## src/rtl/uart_tx_sched.sv

```systemverilog
// uart_tx_sched: round-robin message scheduler sharing one 8N1 UART transmit line
// Ports:
//   clk, reset            system clock, synchronous active-high reset
//   req_valid/data/last   per-requester byte stream (byte i in req_data[8i+7:8i])
//   req_ready             byte i accepted this cycle when valid
//   grant                 one-hot message holder, or all zero
//   busy                  grant held or serializer active
//   uart_tx               serial line, idles high
// Optional: define UART_TX_SCHED_TIMEOUT_EN to release a holder idle for IDLE_TIMEOUT cycles.
module uart_tx_sched #(
   parameter int N_REQ        = 2,
   parameter int CLK_DIV      = 868,
   parameter int IDLE_TIMEOUT = 1024
) (
   input  logic               clk,
   input  logic               reset,
   input  logic [N_REQ-1:0]   req_valid,
   input  logic [8*N_REQ-1:0] req_data,
   input  logic [N_REQ-1:0]   req_last,
   output logic [N_REQ-1:0]   req_ready,
   output logic [N_REQ-1:0]   grant,
   output logic               busy,
   output logic               uart_tx
);
   localparam int PW = $clog2(N_REQ);
   localparam int DW = $clog2(CLK_DIV);
   typedef enum logic {ARB_IDLE, ARB_LOCKED} arb_t;
   typedef enum logic [1:0] {S_IDLE, S_START, S_DATA, S_STOP} ser_t;
   arb_t          arb;
   ser_t          ser;
   logic [PW-1:0] ptr, hold, win, idx;
   logic [DW-1:0] div;
   logic [2:0]    bitc;
   logic [7:0]    sh;
   logic          ser_idle, hs, bit_end, timeout;

   assign ser_idle  = ser == S_IDLE;
   assign req_ready = arb == ARB_LOCKED && ser_idle ? grant : '0;
   assign hs        = req_valid[hold] & req_ready[hold];
   assign busy      = arb == ARB_LOCKED || !ser_idle;
   assign bit_end   = div == DW'(CLK_DIV - 1);

   // Scan ptr+N .. ptr+1 so the offset closest to ptr+1 is assigned last and wins.
   always_comb begin
      win = ptr;
      idx = '0;
      for (int j = N_REQ; j >= 1; j--) begin
         idx = PW'((int'(ptr) + j) % N_REQ);
         if (req_valid[idx]) win = idx;
      end
   end

`ifdef UART_TX_SCHED_TIMEOUT_EN
   localparam int TW = $clog2(IDLE_TIMEOUT + 1);
   logic [TW-1:0] tcnt;
   assign timeout = tcnt == TW'(IDLE_TIMEOUT);
   always_ff @(posedge clk) begin
      if (reset || arb == ARB_IDLE || hs) tcnt <= '0;
      else if (ser_idle && !req_valid[hold] && !timeout) tcnt <= tcnt + 1'b1;
   end
`else
   assign timeout = 1'b0;
`endif

   always_ff @(posedge clk) begin
      if (reset) begin
         arb   <= ARB_IDLE;
         grant <= '0;
         ptr   <= PW'(N_REQ - 1);
         hold  <= '0;
      end else if (arb == ARB_IDLE) begin
         if (|req_valid) begin
            arb   <= ARB_LOCKED;
            grant <= N_REQ'(1) << win;
            ptr   <= win;
            hold  <= win;
         end
      end else if ((hs && req_last[hold]) || timeout) begin
         // ptr keeps the holder, so a timed-out holder is scanned last next round
         arb   <= ARB_IDLE;
         grant <= '0;
      end
   end

   // sh shifts right each data bit so sh[1] is always the next bit to drive.
   always_ff @(posedge clk) begin
      if (reset) begin
         ser     <= S_IDLE;
         div     <= '0;
         bitc    <= '0;
         sh      <= '0;
         uart_tx <= 1'b1;
      end else if (ser == S_IDLE) begin
         if (hs) begin
            ser     <= S_START;
            uart_tx <= 1'b0;
            div     <= '0;
            sh      <= req_data[8*hold +: 8];
         end
      end else if (!bit_end) begin
         div <= div + 1'b1;
      end else begin
         div <= '0;
         case (ser)
            S_START: begin
               ser     <= S_DATA;
               uart_tx <= sh[0];
               bitc    <= '0;
            end
            S_DATA: begin
               sh      <= sh >> 1;
               uart_tx <= bitc == 3'd7 ? 1'b1 : sh[1];
               ser     <= bitc == 3'd7 ? S_STOP : S_DATA;
               bitc    <= bitc + 1'b1;
            end
            default: ser <= S_IDLE;
         endcase
      end
   end
endmodule
```

## config.mk

```make
export PLATFORM = sky130hd
export DESIGN_NAME = uart_tx_sched
export DESIGN_NICKNAME = d
export VERILOG_FILES = /design/src/rtl/uart_tx_sched.sv
export SDC_FILE = /design/constraint.sdc
export NUM_CORES = 1
export LEC_CHECK = 0
export BUFFER_PORTS_ARGS = -buffer_cell sky130_fd_sc_hd__buf_2
export CAP_MARGIN = 25
export CELL_PAD_IN_SITES_DETAIL_PLACEMENT = 1
export CELL_PAD_IN_SITES_GLOBAL_PLACEMENT = 1
export CORE_ASPECT_RATIO = 1.25
export CORE_MARGIN = 2
export CORE_UTILIZATION = 35
export DETAILED_ROUTE_END_ITERATION = 6
export GPL_TIMING_DRIVEN = 0
export PLACE_DENSITY = 0.68
export SYNTH_ARGS = -nofsm -noshare
export SYNTH_HDL_FRONTEND = slang
export SYNTH_SLANG_ARGS = --single-unit
```

## constraint.sdc

```tcl
create_clock -name clk -period 2.3 [get_ports clk]
set_clock_uncertainty 0.15 [all_clocks]
set_input_delay 0.46 -clock clk [delete_from_list [all_inputs] [get_ports clk]]
set_output_delay 0.46 -clock clk [all_outputs]
set_load 0.05 [all_outputs]
```

==> qor.csv, run 1 <==
stage,metric,value,unit
status,status,finished clean,
yosys,synthesized area,0.00167,mm²
sta,RSZ-0062 raised after global routing,no,
power_and_ir_drop,Logic pwr share,0.327,
die,Initial Utilization,0.359,
place,hpwl dp,3500,µm
power_and_ir_drop,post-layout power,1.46,mW
sta,Worst Tran Pin Value,0.537,ns
die,DIE HEIGHT,81.3,µm
place,routability cong.,0.812,
job,Max Cap Viol,0,
power_and_ir_drop,Clk pwr share,0.279,
die,number of I/O pins,28,
route,Via density,5.53,
critical_path,worst-path cell chain,inv_1 -> ha_1 -> buf_4 -> clkbuf_4 -> nand2b_1 -> buf_6,
critical_path,CP max-delay cell,dfxtp_1,
layout,Area Overhead vs Synth,19.1,%
power_and_ir_drop,worst vdd ir,0.000319,V
worst_hold_path,HP Start,sh[2],
clocking,"Reg clk slew, reported paths",0.06,ns
yosys,most common cell in the synthesized netlist,dfxtp_1,
yosys,Synth Net Count,214,
route,Remaining DRCs,0,
yosys,count of state elements after synthesis,29,
power_and_ir_drop,register share of total power,0.394,
sta,Max Clock Freq,453,MHz
clocking,CTS H-tree depth,2,
worst_hold_path,class of the worst hold path,register to register,
sta,fin worst setup slack,0.0905,ns
yosys,Synthesis Warnings,0,
yosys,ranking of synthesized cells by area,"dfxtp_1 35%, a21oi_1 5.4%, mux2i_1 5.4%",
die,FP Rows,28,
global_route,met1 usage,0.198,
place,dpl ws,-0.127,ns
clocking,CTS tree,yes,
yosys,list of most frequent post-synthesis cells,"29 x dfxtp_1, 18 x a21oi_1, 12 x nand2_1",
sta,crit share post-route,0.961,
route,detailed-route wire length per cell,16.2,µm
layout,Finished Cell Area,0.00199,mm²
layout,fin cells,281,
place,placed cell area,0.00189,mm²
critical_path,Worst Path Buf+Inv,4,
yosys,Yosys cell types,48,
critical_path,CP arrival,1.60,ns
clocking,clock latency on the worst-skew pair,0.28,ns
critical_path,CP endpoint kind,primary output,
critical_path,CP max FO,10,
route,Via Count,1554,
yosys,"EDFF count, synth",0,
route,Iteration-0 DRC Markers,59,
power_and_ir_drop,pwr/cell area,731,mW/mm²
power_and_ir_drop,Sw Ratio,0.367,
global_route,Total Routing Usage GR,0.190,
critical_path,Setup Crit Path Kind,register to primary output,
critical_path,Worst path top cell family by delay,buffers and inverters,
yosys,Cells after Synth,186,
layout,# nets final,248,
layout,Diodes inserted,0,
power_and_ir_drop,leakage,0.810,nW
clocking,Max Root-Sink Buffers,2,
worst_hold_path,Hold Path Depth,2,
power_and_ir_drop,internal power,0.922,mW
yosys,asr flop ratio synth,0,
route,Final ANT Viol Nets,0,
critical_path,reg2reg setup slack,0.11,ns
die,core box area,0.00466,mm²
route,"wirelength, routed",4560,µm
die,Die ar.,0.00536,mm²
die,die width,65.9,µm
sta,slew margin rel.,0.642,
global_route,initial antenna violation count,0,
yosys,post-synthesis sequential area ratio,0.347,
critical_path,R2R depth,8,
global_route,met2 Use GR,0.356,
clocking,total clock sinks,29,
yosys,"Avg Cell Area, Syn",9.00,µm²
critical_path,RR Endpoint,arb,
route,first drt pass iteration count,3,
critical_path,RR Startpoint,ser[0],
layout,# fillers,567,
power_and_ir_drop,Net Switching,0.534,mW
global_route,GRT overflow,0,
global_route,met3 Use GR,0.0512,
global_route,largest net degree at the start of global routing,11,
yosys,share of the synthesized area in the top cell type,0.347,
worst_hold_path,Hold EP,sh[2],
clocking,Root Driver,clkbuf_8,
sta,Fin Hold WS,0.315,ns
critical_path,required time of the worst setup path,1.69,ns
sta,min cycle time layout,2.21,ns
place,dpl cells,273,
yosys,Yosys top cell by area,dfxtp_1,
critical_path,startpoint types,register,
sta,final hold violation count,0,
layout,layout cells sized above 1,0.262,
critical_path,max incr delay on CP,0.36,ns
yosys,top_reg_cell synth,dfxtp_1,
global_route,vias in the first global route,1674,
clocking,CTS Buf Count,5,
place,port bufs,27,
global_route,Top Usage Layer GRT,met2,
global_route,first-pass GRT wire length,7730,µm
sta,fin. max-slew vios,0,
sta,Final setup violation count,0,
-- worst max-delay path by stage --
stage                  start     end  slack (ns)  cells after the start
finish                ser[0]    busy        0.09                      6
global route          ser[0]   sh[5]       0.002                      8
CTS                   ser[0]   sh[5]       0.002                      8
detailed placement     reset  div[9]       -0.13                      6
global placement       reset  div[9]       -0.08                      6
floorplan           grant[1]  div[7]        0.07                      5
-- metrics by stage --
stage / setup TNS (ns) / utilization
4_1_cts: 0 / 0.424
3_5_place_dp: -0.334 / 0.405
2_1_floorplan: 0 / -
6_report: 0 / 0.428
5_1_grt: 0 / 0.428
3_3_place_gp: -0.196 / 0.405
-- power groups by stage --
| stage | sequential [mW] | clock (mW) | combinational [mW] |
|---|---|---|---|
| 3_5_place_dp | 0.585 | 0 | 0.457 |
| 2_1_floorplan | 0.610 | 0 | 0.295 |
| 5_1_grt | 0.581 | 0.443 | 0.522 |
| 6_report | 0.575 | 0.406 | 0.476 |
| 3_3_place_gp | 0.580 | 0 | 0.437 |
| 4_1_cts | 0.574 | 0.412 | 0.475 |
-- flip-flops by register name, summed over array words and instances (netlist names) --
name,flops
div,10
hold,1
sh,8
ser,2
arb,1
bitc,3
grant,2
uart_tx,1
ptr,1
-- cell families (layout without fill, tap and decap cells) --
logic type | Yosys count | count (layout) | synth area share
buffers and inverters | 20 | 55 | 0.0650
muxes | 10 | 10 | 0.0605
DFF | 29 | 29 | 0.347
adders and majority gates | 6 | 6 | 0.0448
AOI/OAI and AO/OA | 54 | 54 | 0.252
xor gates and xnor gates | 2 | 2 | 0.0105
and+or+nand+nor | 65 | 65 | 0.220
-- final cells by class --
class	count	area, µm²	share of cell area
tap	60	75.1	0.0377
clock buffer	8	80.1	0.0402
multi-input combinational	137	998	0.501
sequential	29	582	0.292
timing repair buffer	27	141	0.0709
buffer	14	93.8	0.0471
inverter	6	22.5	0.0113
-- layer usage --
layer,wire (µm),vias to the layer above
met4,101,0
met2,2440,29
met1,1850,748
li1,-,766
met3,168,11
met5,0,-
-- worst min-delay path, cell delays in order, from the launching register on --
cell and delay [ns]:
dfxtp_1 0.31, nand3_1 0.06, a21oi_1 0.05
-- layout by cell type, fill, tap and decap left out, types with 2 or more instances in the layout --
cell      Yosys  routed
buf_6         3       4
nand2b_1      4       4
nor3_1        4       4
and3_2        2       4
clkbuf_1      6       7
o211ai_1      3       3
clkbuf_8      0       5
a221o_2       5       5
a211o_1       2       2
a21oi_1      18      18
a22o_1        2       2
and3_1        5       3
nand2_1      12      12
a221o_1       4       4
ha_1          6       6
nor2b_1       2       2
o21ai_0       3       3
a21boi_0      2       2
nor2_1       10      10
nand4_1       6       6
nand3_1      11      11
o21bai_1      2       2
dfxtp_1      29      28
buf_2         3      29
mux2i_1       9       9
xnor2_1       2       2
o211a_1       2       2
inv_1         6       6
buf_4         2       3
a21o_1        2       2
-- what timing repair did --
item / 4_1_cts / 5_1_grt
hold buffers: 0 / 0
cloned: 0 / 0
buffers inserted: 0 / 0
gates resized for setup: 5 / 4
setup endpoints to repair: 3 / 18
pin swaps: 0 / 1
No activity file was read; power rests on OpenSTA's default activity.
==> run 2: changes to the inputs <==
--- a/config.mk
+++ b/config.mk
@@ -15,6 +15,7 @@
 export DETAILED_ROUTE_END_ITERATION = 6
 export GPL_TIMING_DRIVEN = 0
 export PLACE_DENSITY = 0.68
+export REMOVE_ABC_BUFFERS = 1
 export SYNTH_ARGS = -nofsm -noshare
 export SYNTH_HDL_FRONTEND = slang
 export SYNTH_SLANG_ARGS = --single-unit
==> qor.csv, run 2 (synthesis results as in run 1) <==
stage,metric,value,unit,change
status,status,finished clean,,
critical_path,startpoint types,register,,
global_route,GRT overflow,0,,unchanged
sta,min cycle time layout,2.21,ns,-0.00104 ns
place,port bufs,27,,unchanged
power_and_ir_drop,pwr/cell area,762,mW/mm²,+4.3%
layout,layout cells sized above 1,0.255,,-0.00764
layout,# fillers,562,,-0.88%
route,first drt pass iteration count,3,,unchanged
layout,# nets final,236,,-4.8%
sta,fin worst setup slack,0.0915,ns,+0.00104 ns
global_route,vias in the first global route,1573,,-6.0%
critical_path,CP max FO,16,,+6
sta,slew margin rel.,0.539,,-0.103
route,Via density,5.56,,+0.60%
die,Die ar.,0.00536,mm²,unchanged
layout,Diodes inserted,0,,unchanged
place,dpl cells,259,,-5.1%
route,Iteration-0 DRC Markers,50,,-15%
die,number of I/O pins,28,,unchanged
global_route,Total Routing Usage GR,0.178,,-0.0127
layout,fin cells,268,,-4.6%
critical_path,Worst path top cell family by delay,buffers and inverters,,
critical_path,Worst Path Buf+Inv,2,,-2
clocking,Hold Buf Count CTS,0,,unchanged
clocking,"Reg clk slew, reported paths",0.06,ns,about the same
die,die width,65.9,µm,unchanged
sta,final hold violation count,0,,unchanged
sta,RSZ-0062 raised after global routing,yes,,
critical_path,Crit path depth,4,,-2
layout,area of the multi-input gates,0.00103,mm²,+3.4%
place,hpwl dp,2920,µm,-16%
layout,Largest Register,div,,
place,dpl ws,-0.884,ns,-0.758 ns
critical_path,required time of the worst setup path,1.69,ns,about the same
place,routability cong.,0.722,,-11%
sta,fin. max-slew vios,0,,unchanged
critical_path,worst-path cell chain,inv_1 -> ha_4 -> and3_1 -> clkbuf_4,,
sta,Fin Hold WS,0.321,ns,+0.00650 ns
clocking,Max Root-Sink Buffers,2,,unchanged
sta,crit share post-route,0.960,,about the same
global_route,largest net degree at the start of global routing,21,,+10
route,Final ANT Viol Nets,0,,unchanged
die,core box area,0.00466,mm²,unchanged
critical_path,CP max-delay cell,dfxtp_1,,
worst_hold_path,class of the worst hold path,register to register,,
clocking,clock latency on the worst-skew pair,0.28,ns,about the same
clocking,Root Driver,clkbuf_8,,
die,FP Rows,28,,unchanged
sta,Max Clock Freq,453,MHz,about the same
clocking,total clock sinks,29,,unchanged
route,Via Count,1491,,-4.1%
critical_path,Setup Crit Path Kind,register to primary output,,
power_and_ir_drop,post-layout power,1.48,mW,+1.8%
sta,Worst Tran Pin Value,0.692,ns,+0.155 ns
sta,Final setup violation count,0,,unchanged
critical_path,CP arrival,1.60,ns,about the same
power_and_ir_drop,leakage,0.765,nW,-5.5%
job,Max Cap Viol,0,,unchanged
clocking,CTS H-tree depth,2,,unchanged
die,Initial Utilization,0.359,,unchanged
route,"wirelength, routed",4420,µm,-3.1%
critical_path,CP Capture Point,req_ready[1],,
sta,setup TNS,0,ns,unchanged
critical_path,RR Endpoint,div[9],,
die,DIE HEIGHT,81.3,µm,unchanged
critical_path,max incr delay on CP,0.33,ns,-0.03 ns
critical_path,crit path from,ser[0],,
layout,most frequent cells in the layout,"28 x dfxtp_1, 25 x buf_2, 18 x a21oi_1",,
layout,"commonest non-fill, non-tap cell in the layout",dfxtp_1,,
route,Remaining DRCs,0,,unchanged
power_and_ir_drop,worst vdd ir,0.000315,V,-1.0%
critical_path,reg2reg setup slack,0.11,ns,about the same
clocking,CTS Buf Count,5,,unchanged
clocking,CTS tree,yes,,
layout,Area Overhead vs Synth,16.2,%,
layout,max reg flops,10,,unchanged
route,detailed-route wire length per cell,16.5,µm,+1.6%
global_route,first-pass GRT wire length,7240,µm,-6.3%
layout,Storage cell area,582,µm²,unchanged
critical_path,CP endpoint kind,primary output,,
critical_path,RR Startpoint,ser[0],,
layout,Largest regs,"div: 10 flops, sh: 8 flops, bitc: 3 flops",,
global_route,initial antenna violation count,0,,unchanged
critical_path,R2R depth,6,,-2
[run 2: cell types whose count changed in the layout (fill, tap and decap cells not counted), sizes merged]
cell    change
clkbuf      -4
buf        -10
a32oi       +1
[run 2: worst reg2reg max path, cell delays in order, from the launching register on]
cell and delay (ns):
dfxtp_1 0.33, inv_1 0.12, ha_4 0.27, and3_1 0.31
a32oi_4 0.25, and3_4 0.30, a221o_1 0.35
[run 2: worst min path at each step]
stage	from	to	slack, ns	cells past startpoint
after floorplan	bitc[1]	bitc[1]	0.28	2
after global placement	bitc[1]	bitc[1]	0.29	2
after detailed placement	sh[2]	sh[2]	0.31	2
after CTS	sh[2]	sh[2]	0.32	2
after global routing	bitc[2]	bitc[2]	0.34	2
final	sh[2]	sh[2]	0.32	2
[run 2: timing repair]
action,4_1_cts,5_1_grt
gates cloned,1,0
pin swaps,2,0
gates resized for setup,4,6
endpoints found under the setup margin,27,18
buffers inserted,1,0
[run 2: power breakdown]
part / switching [mW] / internal [mW]
Clock: 0.190 / 0.237
Sequential: 0.0402 / 0.541
Combinational: 0.303 / 0.172
Total: 0.533 / 0.949
[run 2: metrics by stage]
step,instance area (µm²),util
finish,1950,0.418
global route,1950,0.418
detailed placement,1800,0.386
floorplan,1590,-
CTS,1930,0.415
global placement,1800,0.386
[run 2: final cells by class]
type                    count  area share
multi-input cells         138       0.531
flip-flops and latches     29       0.299
repair buffers             28      0.0759
clock buffers               7      0.0444
well taps                  60      0.0386
inverters                   6      0.0116
[run 2: routing by layer]
metal | up-vias | track usage | routed length, µm
met1 | 719 | 0.182 | 1870
met2 | 21 | 0.336 | 2320
met3 | 7 | 0.0499 | 165
met4 | 0 | 0.0667 | 66
li1 | 744 | - | -
met5 | - | 0 | 0
==> run 3: changes to the inputs <==
--- a/config.mk
+++ b/config.mk
@@ -12,9 +12,10 @@
 export CORE_ASPECT_RATIO = 1.25
 export CORE_MARGIN = 2
 export CORE_UTILIZATION = 35
+export CTS_BUF_LIST = sky130_fd_sc_hd__clkbuf_2 sky130_fd_sc_hd__clkbuf_4 sky130_fd_sc_hd__clkbuf_8
 export DETAILED_ROUTE_END_ITERATION = 6
 export GPL_TIMING_DRIVEN = 0
-export PLACE_DENSITY = 0.68
+export PLACE_DENSITY = 0.8
 export REMOVE_ABC_BUFFERS = 1
 export SYNTH_ARGS = -nofsm -noshare
 export SYNTH_HDL_FRONTEND = slang
==> constraint.sdc (replaced) <==
create_clock -name clk -period 2 [get_ports clk]
set_clock_uncertainty 0.15 [all_clocks]
set_input_delay 0.4 -clock clk [delete_from_list [all_inputs] [get_ports clk]]
set_output_delay 0.4 -clock clk [all_outputs]
set_load 0.05 [all_outputs]
==> qor.csv, run 3 (synthesis results as in run 1) <==
stage,metric,value,unit,change
job,Max Cap Viol,0,,unchanged
global_route,initial antenna violation count,0,,unchanged
clocking,CTS tree,yes,,
worst_hold_path,class of the worst hold path,register to register,,
layout,most frequent cells in the layout,"26 x buf_2, 24 x dfxtp_1, 13 x a21oi_1, 13 x buf_4, 12 x nand2_1",,
place,dpl cells,259,,unchanged
clocking,Max Root-Sink Buffers,2,,unchanged
clocking,CTS H-tree depth,2,,unchanged
layout,fin cells,284,,+6.0%
sta,Worst Tran Pin Value,0.482,ns,-0.210 ns
sta,crit share post-route,0.979,,
sta,final hold violation count,0,,unchanged
route,Final ANT Viol Nets,0,,unchanged
power_and_ir_drop,pwr/cell area,854,mW/mm²,+12%
route,detailed-route wire length per cell,17.0,µm,+2.8%
global_route,GRT overflow,0,,unchanged
critical_path,CP arrival,2.02,ns,+0.42 ns
route,Iteration-0 DRC Markers,84,,+68%
clocking,CTS Buf Count,5,,unchanged
route,first drt pass iteration count,4,,+1
place,hpwl dp,2770,µm,-5.2%
route,Remaining DRCs,0,,unchanged
global_route,largest net degree at the start of global routing,21,,unchanged
layout,Finished Cell Area,0.00216,mm²,+11%
layout,"commonest non-fill, non-tap cell in the layout",buf_2,,
die,number of I/O pins,28,,unchanged
layout,# nets final,251,,+6.4%
layout,Diodes inserted,0,,unchanged
critical_path,CP max FO,6,,-10
layout,Finished Core Util,0.465,,+0.0470
die,Die ar.,0.00536,mm²,unchanged
place,routability cong.,0.746,,+3.4%
sta,fin. max-slew vios,0,,unchanged
critical_path,startpoint types,register,,
power_and_ir_drop,leakage,0.849,nW,+11%
power_and_ir_drop,post-layout power,1.85,mW,+25%
place,dpl ws,-1.22,ns,-0.334 ns
clocking,clock latency on the worst-skew pair,0.29,ns,about the same
layout,Largest regs,"div: 10 flops, sh: 8 flops, bitc: 3 flops",,
clocking,Hold Buf Count CTS,0,,unchanged
die,core box area,0.00466,mm²,unchanged
route,Via density,5.71,,+2.7%
sta,fin worst setup slack,0.0418,ns,-0.0497 ns
global_route,Total Routing Usage GR,0.189,,+0.0117
sta,min cycle time layout,1.96,ns,
clocking,Root Driver,clkbuf_8,,
status,status,finished clean,,
global_route,first-pass GRT wire length,7800,µm,+7.8%
place,placed cell area,0.00180,mm²,unchanged
global_route,vias in the first global route,1588,,+0.95%
die,DIE HEIGHT,81.3,µm,unchanged
layout,layout cells sized above 1,0.384,,+0.129
layout,Area Overhead vs Synth,29.3,%,
die,FP Rows,28,,unchanged
place,port bufs,27,,unchanged
route,"wirelength, routed",4820,µm,+9.0%
die,Initial Utilization,0.359,,unchanged
route,Via Count,1622,,+8.8%
critical_path,CP endpoint kind,register,,
layout,max reg flops,10,,unchanged
clocking,total clock sinks,29,,unchanged
critical_path,Setup Crit Path Kind,register to register,,
die,die width,65.9,µm,unchanged
critical_path,required time of the worst setup path,2.06,ns,+0.37 ns
sta,Max Clock Freq,511,MHz,
sta,slew margin rel.,0.678,,+0.139
sta,Final setup violation count,0,,unchanged
power_and_ir_drop,worst vdd ir,0.000317,V,+0.53%
layout,Largest Register,div,,
clocking,"Reg clk slew, reported paths",0.06,ns,about the same
-- run 3: power by group --
part | switching [mW] | internal (mW) | total, mW
Clock | 0.231 | 0.254 | 0.485
Sequential | 0.0486 | 0.627 | 0.676
Combinational | 0.403 | 0.284 | 0.687
Total | 0.682 | 1.17 | 1.85
-- run 3: path summary, 6_finish.rpt --
path | startpoint | end | slack (ns) | cells after the start
setup / recovery | ser[0] | sh[1] | 0.04 | 7
hold / removal | bitc[2] | bitc[2] | 0.31 | 2
setup reg to reg | ser[0] | sh[1] | 0.04 | 7
hold reg to reg | bitc[2] | bitc[2] | 0.31 | 2
-- run 3: timing repair --
item | CTS | global route
setup endpoints to repair | 28 | 21
gates resized for setup | 17 | 13
pin swaps | 4 | 13
gates cloned | 2 | 1
buffers inserted | 6 | 8
-- run 3: routing by layer --
metal | up-vias | GRT usage | share of wire | routed length [µm]
met4 | 0 | 0.0708 | 0.010 | 49
met2 | 31 | 0.333 | 0.53 | 2570
met1 | 803 | 0.228 | 0.42 | 2020
met3 | 5 | 0.0319 | 0.037 | 179
li1 | 783 | - | - | -
met5 | - | 0 | 0 | 0
-- run 3: critical path: stages, from the launching register on --
cell and delay (ns):
dfxtp_2 0.33, inv_2 0.08, ha_4 0.19, and3_4 0.22, a32oi_4 0.18, buf_12 0.20
a221o_2 0.39, a21oi_2 0.13
-- run 3: per-stage QoR --
stage	TNS (ns)	hold WS, ns
floorplan	-18.67	0.280
global placement	-23.18	0.296
detailed placement	-25.54	0.308
CTS	0	0.312
global route	-0.0184	0.335
finish	0	0.311
-- run 3: cell type report --
cell class	instances	area [µm²]
inverters	6	22.5
clock buffers	6	76.3
repair buffers	42	293
fillers	553	2490
multi-input cells	139	1100
clock inverters	2	10.0
well taps	60	75.1
flip-flops and latches	29	587
